### src/rtl/traffic_phase_scheduler_pkg.sv
// Shared lamp encodings, controller state type and the round-robin target search
// used by the traffic phase scheduler.
package traffic_pkg;

  localparam logic [2:0] LT_RED    = 3'b100;
  localparam logic [2:0] LT_YELLOW = 3'b010;
  localparam logic [2:0] LT_GREEN  = 3'b001;

  typedef enum logic [1:0] {
    ST_GREEN  = 2'd0,
    ST_YELLOW = 2'd1,
    ST_ALLRED = 2'd2,
    ST_PED    = 2'd3
  } state_t;

  // First requesting phase after cur, wrapping around n phases; phase 0 when nobody asks.
  function automatic logic [2:0] rr_next(input logic [7:0] cand, input logic [2:0] cur,
                                         input int n);
    logic [2:0] pick;
    logic [2:0] idx;
    logic       found;
    pick  = '0;
    found = 1'b0;
    for (int k = 1; k < 8; k++) begin
      idx = 3'((int'(cur) + k) % n);
      if (!found && (k < n) && cand[idx]) begin
        pick  = idx;
        found = 1'b1;
      end
    end
    return pick;
  endfunction

endpackage

### src/rtl/traffic_phase_scheduler_timer.sv
// Loadable interval down-counter; holds at zero until the next load.
module phase_timer #(
  parameter int CNT_W   = 8,
  parameter int RST_VAL = 1
) (
  input  logic             clk,
  input  logic             rst,
  input  logic             load,
  input  logic [CNT_W-1:0] load_val,
  output logic [CNT_W-1:0] count,
  output logic             zero
);

  always_ff @(posedge clk or posedge rst) begin
    if (rst)
      count <= CNT_W'(RST_VAL);
    else if (load)
      count <= load_val;
    else if (count != '0)
      count <= count - CNT_W'(1);
  end

  assign zero = (count == '0);

endmodule

### src/rtl/traffic_phase_scheduler.sv
// Round-robin green-time scheduler for an N-approach junction with min/max green and clearance.
// Define PED_PHASE_EN to add the pedestrian walk interval (ped_req / ped_walk ports).
module traffic_phase_scheduler
  import traffic_pkg::*;
#(
  parameter int NUM_PHASES = 4,
  parameter int MIN_GREEN  = 10,
  parameter int MAX_GREEN  = 30,
  parameter int YELLOW_T   = 3,
  parameter int ALLRED_T   = 2,
`ifdef PED_PHASE_EN
  parameter int PED_T      = 8,
`endif
  parameter int CNT_W      = 8
) (
  input  logic                          clk,
  input  logic                          rst,
  input  logic [NUM_PHASES-1:0]         req,
  output logic [3*NUM_PHASES-1:0]       lights,
  output logic [$clog2(NUM_PHASES)-1:0] active_phase,
  output logic [CNT_W-1:0]              count
`ifdef PED_PHASE_EN
  ,
  input  logic                          ped_req,
  output logic                          ped_walk
`endif
);

  localparam int PW = $clog2(NUM_PHASES);

  state_t                  state, state_n;
  logic [PW-1:0]           target, target_n, active_n;
  logic [NUM_PHASES-1:0]   others;
  logic [3*NUM_PHASES-1:0] lights_n;
  logic [CNT_W-1:0]        tmr_val;
  logic                    tmr_load, tmr_zero;
  logic                    others_any, min_ok, gap_out, max_out, go_ped;

  phase_timer #(.CNT_W(CNT_W), .RST_VAL(ALLRED_T - 1)) u_timer (
    .clk      (clk),
    .rst      (rst),
    .load     (tmr_load),
    .load_val (tmr_val),
    .count    (count),
    .zero     (tmr_zero)
  );

  always_comb begin
    others               = req;
    others[active_phase] = 1'b0;
  end

`ifdef PED_PHASE_EN
  logic ped_pending, ped_done, ped_enter;

  assign ped_enter  = (state_n == ST_PED) && (state != ST_PED);
  assign others_any = (|others) || ped_pending;
  assign go_ped     = ped_pending && !ped_done;

  // ped_done marks the clearance after a walk so the walk is not repeated before a green.
  always_ff @(posedge clk or posedge rst) begin
    if (rst) begin
      ped_pending <= 1'b0;
      ped_done    <= 1'b0;
      ped_walk    <= 1'b0;
    end else begin
      ped_pending <= (ped_pending && !ped_enter) || ped_req;
      ped_walk    <= (state_n == ST_PED);
      if (state == ST_PED && state_n == ST_ALLRED)
        ped_done <= 1'b1;
      else if (state_n == ST_GREEN)
        ped_done <= 1'b0;
    end
  end
`else
  assign others_any = |others;
  assign go_ped     = 1'b0;
`endif

  assign min_ok  = (count <= CNT_W'(MAX_GREEN - MIN_GREEN));
  assign gap_out = min_ok && !req[active_phase] && (others_any || (active_phase != '0));
  assign max_out = tmr_zero && others_any;

  always_comb begin
    state_n  = state;
    target_n = target;
    active_n = active_phase;
    tmr_load = 1'b0;
    tmr_val  = '0;
    case (state)
      ST_GREEN: begin
        if (gap_out || max_out) begin
          state_n  = ST_YELLOW;
          tmr_load = 1'b1;
          tmr_val  = CNT_W'(YELLOW_T - 1);
          target_n = PW'(rr_next(8'(others), 3'(active_phase), NUM_PHASES));
        end
      end
      ST_YELLOW: begin
        if (tmr_zero) begin
          state_n  = ST_ALLRED;
          tmr_load = 1'b1;
          tmr_val  = CNT_W'(ALLRED_T - 1);
          active_n = target;
        end
      end
      ST_ALLRED: begin
        if (tmr_zero) begin
          tmr_load = 1'b1;
          if (go_ped) begin
            state_n = ST_PED;
`ifdef PED_PHASE_EN
            tmr_val = CNT_W'(PED_T - 1);
`endif
          end else begin
            state_n = ST_GREEN;
            tmr_val = CNT_W'(MAX_GREEN - 1);
          end
        end
      end
      ST_PED: begin
        if (tmr_zero) begin
          state_n  = ST_ALLRED;
          tmr_load = 1'b1;
          tmr_val  = CNT_W'(ALLRED_T - 1);
        end
      end
      default: state_n = ST_ALLRED;
    endcase
  end

  // Lamps are encoded from the next state so they change on the same edge as the state.
  always_comb begin
    lights_n = {NUM_PHASES{LT_RED}};
    for (int p = 0; p < NUM_PHASES; p++) begin
      if (active_n == PW'(p)) begin
        if (state_n == ST_GREEN)
          lights_n[3*p +: 3] = LT_GREEN;
        else if (state_n == ST_YELLOW)
          lights_n[3*p +: 3] = LT_YELLOW;
      end
    end
  end

  always_ff @(posedge clk or posedge rst) begin
    if (rst) begin
      state        <= ST_ALLRED;
      target       <= '0;
      active_phase <= '0;
      lights       <= {NUM_PHASES{LT_RED}};
    end else begin
      state        <= state_n;
      target       <= target_n;
      active_phase <= active_n;
      lights       <= lights_n;
    end
  end

endmodule

### config.mk
export PLATFORM = sky130hd
export DESIGN_NAME = traffic_phase_scheduler
export DESIGN_NICKNAME = d
export VERILOG_FILES = /design/src/rtl/traffic_phase_scheduler_pkg.sv /design/src/rtl/traffic_phase_scheduler_timer.sv /design/src/rtl/traffic_phase_scheduler.sv
export SDC_FILE = /design/constraint.sdc
export NUM_CORES = 1
export LEC_CHECK = 0
export BUFFER_PORTS_ARGS = -buffer_cell sky130_fd_sc_hd__buf_4
export CORE_UTILIZATION = 41
export CTS_CLUSTER_SIZE = 12
export DETAILED_ROUTE_END_ITERATION = 16
export GPL_ROUTABILITY_DRIVEN = 0
export PLACE_DENSITY = 0.66
export SLEW_MARGIN = 10
export SYNTH_ARGS = -nofsm -noshare
export SYNTH_HDL_FRONTEND = slang
export SYNTH_SLANG_ARGS = --single-unit
### constraint.sdc
create_clock -name clk -period 2.1 [get_ports clk]
set_input_delay 0 -clock clk [delete_from_list [all_inputs] [get_ports clk]]
set_output_delay 0 -clock clk [all_outputs]
set_load 0.03 [all_outputs]
# --- After elaboration in Yosys (flattened, before gate mapping) ---
# Index checks and enable logic that the tools add are counted.
classes:
  mux: 40
  multipliers: 0
  n_lt_le_gt_ge: 6
  shifts: 0
  div_mod_pow: 0
  n_bitwise: 5
  eq_ne: 7
  n_reduce_logical: 25
  add_sub_neg: 4
ops:
  columns: ["operator", "count"]
  rows:
  - ["one-hot mux 8 bit (3 select lines)", 1]
  - ["two-way mux 2 bit", 9]
  - ["two-way mux 3 bit", 6]
  - ["two-way mux 8 bit", 2]
  - ["two-way mux 1 bit", 14]
  - ["< comparator 3 x 4 -> 1 bit (second input constant)", 3]
  - ["binary-select mux 1 bit (select 3 bit)", 3]
  - ["== test 2 bit (second input constant)", 4]
  - ["<= comparator 8 x 5 -> 1 bit (second input constant)", 1]
  - ["zero test 8 bit", 1]
  - ["nonzero test 8 bit", 1]
  - ["OR reduction 2 bit", 4]
  - ["subtractor 8 x 1 -> 8 bit (second input constant)", 1]
  - ["== test 2 x 1 -> 1 bit (second input constant)", 3]
  - ["logical AND 1 bit", 6]
  - ["zero test 2 bit", 3]
  - ["one-hot mux 2 bit (3 select lines)", 1]
  - ["two-way mux 5 bit", 1]
  - ["adder 2 bit (second input constant)", 2]
  - ["AND 4 bit", 1]
  - ["inverter 4 bit", 1]
  - ["nonzero test 2 bit", 2]
  - ["OR reduction 4 bit", 1]
  - ["AND 1 bit (first input constant)", 3]
  - ["10 further kinds", 13]
totals:
  latch_bits: 0
  ram_bits: 0
  output_inout_bits: 22
  n_memories: 0
  rom_bits: 0
  ff_bits: 26
  word_cells: 92

# --- Logic depth before layout (Yosys ltp) ---
depth:
  ltp_word: 20
  mapped_depth: 9
  ltp_nobuf: 8

# --- Modules after synthesis ---
# Synthesis repeated with hierarchy kept, for this count alone.
hier_totals:
  cells_unflattened: 143
  hier_area_um2: 1496.4
by_module_without_submodules:
  columns: ["module", "area_per_inst_um2", "instances", "cells_each", "seq_area_each_um2"]
  rows:
  - ["traffic_phase_scheduler", 998.5, 1, 87, 456.7]
  - ["phase_timer", 498.0, 1, 56, 201.4]

# --- Worst setup path after synthesis ---
# OpenSTA, ideal clock, no wires.
synth_path:
  kind: "register to register"
  from: "register active_phase[0]"
  to: "register target[0]"
  t_required_ns: 1.975
  path_slack_ns: -0.055
  n_path_buf: 1
  period_less_slack_ns: 2.155
  arrival_ns: 2.031
  path_stages_with_launch: 6
  cell_sequence: "dfrtp_1 > buf_4 > mux4_2 > and4b_2 > o21a_2 > mux2_2"
synth_between:
  elab_chain_cells: 19
  elab_cells_between_ends: 46
synth_rtl:
  columns: ["item", "line", "source"]
  rows:
  - ["start, declared", "traffic_phase_scheduler.sv:20", "output logic [$clog2(NUM_PHASES)-1:0] active_phase,"]
  - ["start signal, assigned", "traffic_phase_scheduler.sv:154", "active_phase <= active_n;"]
  - ["< comparator 2 x 3 -> 1 bit (implied by the code) or >= comparator 2 x 1 -> 1 bit (tied branches)", "traffic_phase_scheduler.sv:50", "others[active_phase] = 1'b0;"]
  - ["logical AND 1 bit (implied by the code)", "traffic_phase_scheduler.sv:50", null]
  - ["two-way mux 1 bit (implied by the code)", "traffic_phase_scheduler.sv:50", null]
  - ["demux 1 bit (select 2 bit)", "traffic_phase_scheduler.sv:50", null]
  - ["inverter 4 bit (no source line)", null, null]
  - ["AND 4 bit (no source line)", null, null]
  - ["binary-select mux 1 bit (select 3 bit)", "traffic_phase_scheduler_pkg.sv:26", "if (!found && (k < n) && cand[idx]) begin"]
  - ["two-way mux 1 bit (implied by the code)", "traffic_phase_scheduler_pkg.sv:26", null]
  - ["[3 not listed]", null, null]
  - ["zero test 1 bit", "traffic_phase_scheduler_pkg.sv:26", null]
  - ["logical AND 1 bit", "traffic_phase_scheduler_pkg.sv:26", null]
  - ["two-way mux 1 bit", "traffic_phase_scheduler_pkg.sv:26", null]
  - ["two-way mux 1 bit", "traffic_phase_scheduler.sv:92", "if (gap_out || max_out) begin"]
  - ["two-way mux 1 bit", "traffic_phase_scheduler.sv:90", "case (state)"]
  - ["zero test 1 bit", "traffic_phase_scheduler_pkg.sv:26", null]
  - ["logical AND 1 bit", "traffic_phase_scheduler_pkg.sv:26", null]
  - ["two-way mux 2 bit", "traffic_phase_scheduler_pkg.sv:26", null]
  - ["end signal, assigned", "traffic_phase_scheduler.sv:153", "target <= target_n;"]
  - ["end, declared", "traffic_phase_scheduler.sv:32", "logic [PW-1:0] target, target_n, active_n;"]
# Parallel ways exist; a longest one is shown, timed or not. The select of a mux whose other input is x is not followed.
# A chain may end at the register's enable or synchronous reset.

# --- Final worst setup path ---
layout_path:
  from: "register u_timer.count[1]"
  to: "register lights[4]"
layout_between:
  elab_chain_cells: 10
  elab_cells_between_ends: 18
layout_rtl:
  columns: ["item", "line", "source"]
  rows:
  - ["start, declared", "traffic_phase_scheduler_timer.sv:10", "output logic [CNT_W-1:0] count,"]
  - ["start signal, assigned", "traffic_phase_scheduler_timer.sv:16", "count <= CNT_W'(RST_VAL);"]
  - ["start signal, assigned", "traffic_phase_scheduler_timer.sv:18", "count <= load_val;"]
  - ["start signal, assigned", "traffic_phase_scheduler_timer.sv:20", "count <= count - CNT_W'(1);"]
  - ["<= comparator 8 x 5 -> 1 bit", "traffic_phase_scheduler.sv:80", "assign min_ok = (count <= CNT_W'(MAX_GREEN - MIN_GREEN));"]
  - ["logical AND 1 bit (2 in series)", "traffic_phase_scheduler.sv:81", "assign gap_out = min_ok && !req[active_phase] && (others_any || (active_phase != '0));"]
  - ["logical OR 1 bit", "traffic_phase_scheduler.sv:92", null]
  - ["two-way mux 2 bit", "traffic_phase_scheduler.sv:92", null]
  - ["one-hot mux 2 bit (3 select lines)", "traffic_phase_scheduler.sv:90", null]
  - ["== test 2 x 1 -> 1 bit", "traffic_phase_scheduler.sv:139", "else if (state_n == ST_YELLOW)"]
  - ["two-way mux 3 bit", "traffic_phase_scheduler.sv:139", null]
  - ["two-way mux 3 bit", "traffic_phase_scheduler.sv:137", "if (state_n == ST_GREEN)"]
  - ["two-way mux 3 bit (*)", "traffic_phase_scheduler.sv:136", "if (active_n == PW'(p)) begin"]
  - ["via lights_n[4]", "traffic_phase_scheduler.sv:34", "logic [3*NUM_PHASES-1:0] lights_n;"]
  - ["end signal, assigned", "traffic_phase_scheduler.sv:150", "lights <= {NUM_PHASES{LT_RED}};"]
  - ["end signal, assigned", "traffic_phase_scheduler.sv:155", "lights <= lights_n;"]
  - ["end, declared", "traffic_phase_scheduler.sv:19", "output logic [3*NUM_PHASES-1:0] lights,"]
# Mark *: on every way through the listed nets, which the timed path passes. The rest lies on a longest branch.

==> reports/results.tsv <==
metric	value	unit
Peak supply drop	0.464	mV
vias per cell	5.11	
DRC	0	
Crit path buffers/inverters	1	
# setup viols final	0	
Tot Pwr	0.888	mW
H-tree levels	1	
die height	59.9	µm
fin cells	222	
CTS root buf	clkbuf_4	
via count	1135	
Comb power frac	0.045	
Synth Area in Compound Gates	0.114	
area delta synth->final	39.2	%
Avg Synthesized Cell Area	11.0	µm²
Pwr per Cell Area	463	nW/µm²
Post-synth EDFFs	0	
Die W	59.9	µm
cell count after synthesis	125	
placed cell count	201	
drt wl/cell	13.5	µm
xor/xnor share of the synthesized area	0.0191	
CTS tree	done	
# diodes	0	
number of max-cap violations	0	
Initial DRT Pass Iterations	4	
core area	3130	µm²
post-layout util	0.612	
count leader, synth	dfrtp_1	
first-pass GRT wire length	4.94	mm
main combinational cell family by area after synthesis	simple AND/OR/NAND/NOR gates	
Tmin final	2.07	ns
cell chain of the critical path	inv_2 > ha_4 > nor4b_4 > nand4b_1 > mux2i_2 > or3b_4 > nor2_2	
leakage power	0.918	nW
CP Launch Type	flop	
setup TNS	0	ns
register bit total from synthesis	26	
Global Route Usage Sum	0.183	
largest net degree at the start of global routing	26	
Max Clk Rate	484	MHz
clk buf depth	2	
CP Class	reg -> reg	
row cnt	20	
Fin. Hold Viols	0	
Ys Warns	0	
max_slew headroom	0.377	
Net Sw Power	0.176	mW
Final Net Count	190	
share of cells above drive strength 1	0.511	
Setup Skew	0.00194	ns
I/O Buffers	27	
status	completed	
sequential fraction of design power	0.565	
clk slew on worst S/H paths	0.14	ns
Largest stage delay, worst path	0.44	ns
Synth Area in Simple Gates	0.233	
asr flop ratio synth	1.00	
ys flop type	dfrtp_1	
synth unique cells	43	
initial core utilization	0.440	
area fraction of the dominant cell type after synthesis	0.364	
worst hold margin	0.142	ns
ANT nets after route	0	
number of global-route vias before repair	1093	
die area	3590	µm²
Post-Synth Adder-Cell Area	0.0455	
crit path capture type	flop	
reg-to-reg slack, setup	0.03	ns
Cell Area, Placed	1680	µm²
Post-DP HPWL	2.10	mm
switching share of power	0.199	
Max Fanout on Critical Path	4	
Crit-path slowest cell	or3b_4	
worst setup margin	0.0319	ns
top area cells in the synthesized netlist	dfrtp_1 (36%), dfstp_2 (11%), nor2_1 (4.6%), ha_1 (4.5%), mux2i_1 (2.9%)	
CP arrival	2.34	ns
grt ovf	0	
worst path required time	2.37	ns
worst min path class	in -> reg	
number of DRC markers in iteration 0	72	
Top delay family on crit path	simple AND/OR/NAND/NOR gates	
Ports	28	
Setup WS pre-CTS	-0.0515	ns
RSZ-0062 raised after global routing	true	
fin area	1920	µm²
mux cell area share after synthesis	0.0800	
commonest cells in the netlist	dfrtp_1 (20), nor2_1 (17), inv_1 (7)	
clock share of power	0.390	
Syn Nets	136	
Yosys top cell by area	dfrtp_1	
internal power	0.711	mW
number of buffers created by CTS	3	
Slew @ Worst Pin	0.933	ns
sequential-to-total area share from yosys stat	0.478	
clk_lat worst skew	0.32	ns
Final Max Tran Viols	0	
fin crit share	0.985	
Num Clock Sinks	26	
Post-Route WL	3.01	mm
mapped cell area	1380	µm²
initial antenna violation count	0	
[worst reg2reg max path: cells and delay by family (launching register included)]
kind,cells,cell delay [ns]
multiplexers,1,0.24
AND/OR/NAND/NOR,4,1.14
adder cells (fa/ha/maj),1,0.13
flip-flops,1,0.43
buffers and inverters,1,0.07
[state kept, by name, indices dropped and copies added, names as in the netlist]
signal	count
u_timer.count	8
lights	12
target	2
state	2
active_phase	2
[routing by layer]
layer,global-route usage,vias up,share of wire
met2,0.308,29,0.49
li1,-,544,-
met3,0.0476,4,0.053
met1,0.241,558,0.45
met5,0,-,0
met4,0.0299,0,0.0070
[kinds of logic (layout without fill, tap and decap cells)]
group,after synthesis,count (layout)
muxes,9,9
DFF,26,26
buffers and inverters,10,63
and+or+nand+nor,54,54
xor gates and xnor gates,3,3
AOI/OAI and AO/OA,18,18
adders and majority gates,5,5
[path summary, 6_finish.rpt]
kind / startpoint / endpoint / cells past startpoint
min: req[3] / target[1] / 4
min reg2reg: target[1] / active_phase[1] / 1
max reg2reg: u_timer.count[1] / lights[4] / 7
min in group asynchronous: rst / lights[10] / 3
max: u_timer.count[1] / lights[4] / 7
max in group asynchronous: rst / state[1] / 4
[layout make-up]
cell class                 instances  area [µm²]
multi-input combinational         89         731
tap                               44        55.1
fill                             257        1210
clock inverter                     1        30.0
sequential                        26         662
timing repair buffer              51         385
clock buffer                       3        22.5
inverter                           8        30.0
[power groups by stage]
stage               clock, mW  sequential, mW  combinational (mW)
finish                  0.347           0.501              0.0397
global route            0.374           0.502              0.0450
CTS                     0.351           0.501              0.0369
detailed placement          0           0.510              0.0353
global placement            0           0.510              0.0339
floorplan                   0           0.510              0.0180
[cells in the final DEF (no fill, tap or decap), types with 3 or more instances in the layout]
cell type / count
a21oi_1: 3
inv_2: 5
buf_4: 50
nand3_1: 3
mux2i_1: 4
ha_1: 4
or3_1: 3
dfrtp_1: 17
mux2_2: 3
dfrtp_2: 3
nor2_2: 3
nand2b_4: 3
nor3_1: 4
nand2_1: 6
dfstp_2: 6
o21ai_0: 6
clkbuf_4: 3
inv_1: 3
nor2_1: 13
[timing repair]
action | CTS | global route
setup endpoints to repair | 2 | 12
endpoints found under the hold margin | 20 | 0
resized for setup | 0 | 15
pin swaps | 0 | 9
setup buffers | 1 | 15
hold buffers | 1 | 0
No activity file was read; power rests on OpenSTA's default activity.
